===== src/rtl/cover_counter_scan.sv =====
// rtl/cover_counter_scan.sv - per-point saturating cover-hit counters with snapshot readout
// over a valid/ready word stream.
module cover_counter_scan #(
  parameter int N_COVERS      = 4,
  parameter int WIDTH         = 8,
  parameter bit CLEAR_ON_READ = 1'b1,
  localparam int IDX_W        = (N_COVERS > 1) ? $clog2(N_COVERS) : 1
) (
  input  logic                clock_i,
  input  logic                reset_i,
  input  logic                en_i,
  input  logic [N_COVERS-1:0] cover_i,
  input  logic                start_i,
  output logic                busy_o,
  output logic                out_valid_o,
  input  logic                out_ready_i,
  output logic [WIDTH-1:0]    out_data_o,
  output logic [IDX_W-1:0]    out_index_o,
  output logic                out_last_o
);

  typedef enum logic {ST_IDLE, ST_READ} state_e;

  state_e           state_q, state_d;
  logic [IDX_W-1:0] idx_q, idx_d;
  logic [WIDTH-1:0] cnt_q    [N_COVERS];
  logic [WIDTH-1:0] cnt_d    [N_COVERS];
  logic [WIDTH-1:0] shadow_q [N_COVERS];
  logic [WIDTH-1:0] shadow_d [N_COVERS];

  logic snap;
  logic xfer;
  logic at_last;

  assign at_last = (idx_q == IDX_W'(N_COVERS - 1));
  assign snap    = (state_q == ST_IDLE) && start_i;
  assign xfer    = (state_q == ST_READ) && out_ready_i;

  always_ff @(posedge clock_i or posedge reset_i) begin
    if (reset_i) begin
      state_q <= ST_IDLE;
      idx_q   <= '0;
    end else begin
      state_q <= state_d;
      idx_q   <= idx_d;
    end
  end

  always_comb begin
    state_d = state_q;
    idx_d   = idx_q;
    case (state_q)
      ST_IDLE: begin
        if (start_i) begin
          state_d = ST_READ;
          idx_d   = '0;
        end
      end
      ST_READ: begin
        if (xfer) begin
          if (at_last) begin
            state_d = ST_IDLE;
            idx_d   = '0;
          end else begin
            idx_d = idx_q + IDX_W'(1);
          end
        end
      end
      default: begin
        state_d = ST_IDLE;
        idx_d   = '0;
      end
    endcase
  end

  // Data is gated by state so the stream reads zero whenever nothing is presented.
  always_comb begin
    busy_o      = (state_q == ST_READ);
    out_valid_o = (state_q == ST_READ);
    out_last_o  = (state_q == ST_READ) && at_last;
    out_index_o = idx_q;
    out_data_o  = (state_q == ST_READ) ? shadow_q[idx_q] : '0;
  end

  // A hit coinciding with a clearing snapshot seeds the fresh count so it is not lost.
  always_comb begin
    for (int i = 0; i < N_COVERS; i++) begin
      cnt_d[i] = cnt_q[i];
      if (snap && CLEAR_ON_READ) begin
        cnt_d[i] = (en_i && cover_i[i]) ? WIDTH'(1) : '0;
      end else if (en_i && cover_i[i] && (cnt_q[i] != {WIDTH{1'b1}})) begin
        cnt_d[i] = cnt_q[i] + WIDTH'(1);
      end
    end
  end

  always_comb begin
    for (int i = 0; i < N_COVERS; i++) begin
      shadow_d[i] = snap ? cnt_q[i] : shadow_q[i];
    end
  end

  always_ff @(posedge clock_i or posedge reset_i) begin
    if (reset_i) begin
      for (int i = 0; i < N_COVERS; i++) begin
        cnt_q[i]    <= '0;
        shadow_q[i] <= '0;
      end
    end else begin
      for (int i = 0; i < N_COVERS; i++) begin
        cnt_q[i]    <= cnt_d[i];
        shadow_q[i] <= shadow_d[i];
      end
    end
  end

endmodule


===== config.mk =====
export PLATFORM = sky130hd
export DESIGN_NAME = cover_counter_scan
export DESIGN_NICKNAME = d
export VERILOG_FILES = /design/src/rtl/cover_counter_scan.sv
export SDC_FILE = /design/constraint.sdc
export NUM_CORES = 1
export LEC_CHECK = 0
export BUFFER_PORTS_ARGS = -buffer_cell sky130_fd_sc_hd__buf_2
export CAP_MARGIN = 20
export CORE_UTILIZATION = 38
export DETAILED_ROUTE_END_ITERATION = 16
export SETUP_SLACK_MARGIN = 0.15
export SYNTH_ARGS = -nofsm -noshare
export SYNTH_HDL_FRONTEND = slang
export SYNTH_SLANG_ARGS = --single-unit
export TNS_END_PERCENT = 100

===== constraint.sdc =====
create_clock -name clock_i -period 3.05 [get_ports clock_i]
set_clock_uncertainty 0.1 [all_clocks]
set_input_delay 0.61 -clock clock_i [delete_from_list [all_inputs] [get_ports clock_i]]
set_output_delay 0.61 -clock clock_i [all_outputs]
set_load 0.005 [all_outputs]

==> summary.txt <==
Timing
  • Final period util: 87.6%
  • Slew @ Worst Pin: 0.766 ns
  • Fmax: 374 MHz
  • Final Hold Viols: 0
  • Slew headroom: 48.9%
  • RSZ-0062 raised after global routing: false
  • Fin crit period: 2.67 ns
  • Pins over their slew limit: 0
  • Setup TNS: 0 ns
  • WHS: 0.224 ns
  • # setup viols final: 0

Clock network
  • # clock sinks: 67
  • H-tree Lvls: 3
  • Clock Tree Buf Depth: 2
  • CTS resizes: 0
  • CTS Hold Bufs: 0
  • CTS tree: done
  • Clk_lat worst skew: 0.35 ns
  • Num CTS Buffers: 9
  • Clock Tree Root: clkbuf_8
  • Post-CTS setup buffers: 0
  • Clk slew on worst S/H paths: 0.08 ns

Layout
  • Layout cells sized above 1: 17.0%
  • # nets final: 379
  • Area Overhead vs Synth: 15.5%
  • ANT cells: 0

Synthesis
  • Total number of yosys warnings: 0
  • Post-synth EDFFs: 0
  • Mapped Nets: 357
  • Register area share after synthesis: 50.7%
  • Seq cells post-synth: 67
  • Synth area leader: dfrtp_1
  • Distinct cells, synth: 43
  • Mapped Avg Cell Area: 9.64 µm²
  • Synth Instances: 343
  • Post-Syn Area: 3310 µm²
  • Asr flop ratio synth: 100%
  • Most used DFF post-synth: dfrtp_1
  • Leading post-synthesis cells by cell area: dfrtp_1, nand2_1, mux4_2
  • Top cell type's share of synthesized area: 50.7%

Power
  • Tot Pwr: 3.21 mW
  • PwrDens: 841 nW/µm²
  • Max IR drop VDD: 0.354 mV
  • Leakage: 1.79 nW

Routing
  • Iter 0 DRT Violations: 137
  • DRC Markers: 0
  • DRT antenna net count: 0
  • Via count: 2521
  • Vias per cell: 5.31
  • TritonRoute pass-1 iters: 4
  • Routed len/inst: 15.0 µm
  • Wirelength, routed: 7140 µm

Worst setup path
  • Worst path required time: 2.34 ns
  • CP top delay family: flip-flops
  • Critical Path Fanout Max: 13
  • WS Path Type: reg -> out
  • CP Cell Sequence: mux4_2, and2_1, buf_2
  • CP endpoint kind: output port
  • Slowest stage delay, CP: 0.74 ns
  • Buf+Inv Stages, Crit Path: 1
  • Type of origin of the critical path: flop
  • Worst Path Arrival: 1.96 ns
  • CP max-delay cell: dfrtp_1

Floorplanning
  • Die H: 95.3 µm
  • Die ar.: 9080 µm²
  • Num ports: 22
  • Chip Width: 95.3 µm
  • Rows: 33
  • Effective utilization at floorplan: 39.7%
  • Core area: 8340 µm²

Flow run
  • Max-cap violations: 0

Place
  • IO buf count: 21
  • Hpwl dp: 4820 µm
  • Routability congestion estimate: 0.769

GRT
  • Initial antenna violation count: 0
  • Total gr overflow: 0
  • Total GRT Usage: 18.2%
  • Largest net degree at the start of global routing: 68
  • Global-route wire length before repair: 12400 µm
  • Vias in the first global route: 2547

Run status
  • Status: finished clean

Worst hold path
  • Hold Crit Class: in -> async
## where the power goes
| group | total, mW | internal (mW) | switching [mW] |
|---|---|---|---|
| Sequential | 1.43 | 1.14 | 0.292 |
| Combinational | 0.800 | 0.412 | 0.389 |
| Clock | 0.980 | 0.629 | 0.351 |
| Total | 3.21 | 2.18 | 1.03 |
## synthesized netlist by cell type (2+ instances only)
| cell type | n |
|---|---|
| and3_1 | 4 |
| o41ai_1 | 2 |
| a211o_1 | 2 |
| and2_1 | 10 |
| a2111oi_2 | 3 |
| mux4_2 | 8 |
| and4_1 | 4 |
| mux2i_1 | 4 |
| nor2_1 | 15 |
| o22ai_1 | 3 |
| nand4_1 | 4 |
| ha_1 | 5 |
| xnor2_1 | 8 |
| inv_1 | 8 |
| nand2b_1 | 3 |
| nand2_1 | 102 |
| dfrtp_1 | 67 |
| nand3_1 | 9 |
| o21ai_0 | 14 |
| buf_2 | 4 |
| a21oi_1 | 14 |
| a211oi_1 | 2 |
| clkbuf_1 | 11 |
| a31o_2 | 4 |
| or3_1 | 7 |
| o31ai_1 | 4 |
| or4_1 | 4 |
| a21o_1 | 3 |
## layout by cell type (no fill, tap or decap), types with 3 or more instances in the layout
cell type / n
nand2_1: 102
dfrtp_1: 67
buf_2: 21
nor2_1: 15
o21ai_0: 14
a21oi_1: 14
and2_1: 10
nand3_1: 9
clkbuf_8: 9
xnor2_1: 8
mux4_2: 8
inv_1: 7
or3_1: 7
ha_1: 5
mux2i_1: 4
and4_1: 4
and3_1: 4
a31o_2: 4
o31ai_1: 4
or4_1: 4
nand4_1: 4
bufinv_16: 4
buf_4: 4
a21o_1: 3
o22ai_1: 3
a2111oi_2: 3
## per-layer routing
| metal | global-route usage (%) | share of wire (%) | vias to the layer above |
|---|---|---|---|
| li1 | - | - | 1248 |
| met1 | 24.6 | 49 | 1227 |
| met2 | 29.0 | 47 | 40 |
| met3 | 5.26 | 3.0 | 6 |
| met4 | 3.91 | 0.85 | 0 |
| met5 | 0 | 0 | - |
## registers in the layout, summed over array words and instances, names as in the netlist
register,cells
cnt_q,32
shadow_q,32
out_index_o,2
busy_o,1
## worst paths after layout
| check | cells past startpoint | slack (ns) | from | end |
|---|---|---|---|---|
| hold / removal | 3 | 0.22 | reset_i | cnt_q[2] |
| setup reg to reg | 5 | 1.16 | cnt_q[0] | cnt_q[5] |
| hold reg to reg | 2 | 0.38 | shadow_q[13] | shadow_q[13] |
| setup / recovery | 3 | 0.38 | out_index_o[0] | out_data_o[3] |
| max in group asynchronous | 3 | 2.33 | reset_i | cnt_q[13] |
| min in group clock_i | 2 | 0.38 | shadow_q[13] | shadow_q[13] |
## worst register-to-register path: stages, from the launching register on
cell	delay (ns)
dfrtp_1	0.43
ha_1	0.25
and3_1	0.18
a211o_1	0.35
or3_1	0.33
a21oi_1	0.16
## cell type report
class	count	area, µm²
clock inverter	6	138
fill	802	4520
multi-input combinational	252	1540
inverter	8	30.0
timing repair buffer	27	175
tap	105	131
clock buffer	10	128
sequential	67	1680
## metrics by stage
step	cell area, µm²	utilization [%]	worst slack [ns]	cells
finish	3820	45.8	0.378	475
CTS	3820	45.8	0.342	475
global route	3820	45.8	0.259	475
global placement	3560	42.6	0.763	459
detailed placement	3560	42.6	0.738	459
floorplan	3310	-	0.657	343
## cells by family after synthesis
logic type               count (synthesis)  synth area share (%)
AO/OA/AOI/OAI                           59                  12.4
AND/OR/NAND/NOR                        167                  23.0
XOR/XNOR                                 8                  2.12
buffers and inverters                   24                  2.99
multiplexers                            13                  7.00
flip-flops                              67                  50.7
adder cells (fa/ha/maj)                  5                  1.89
No activity file was read; power rests on OpenSTA's default activity.
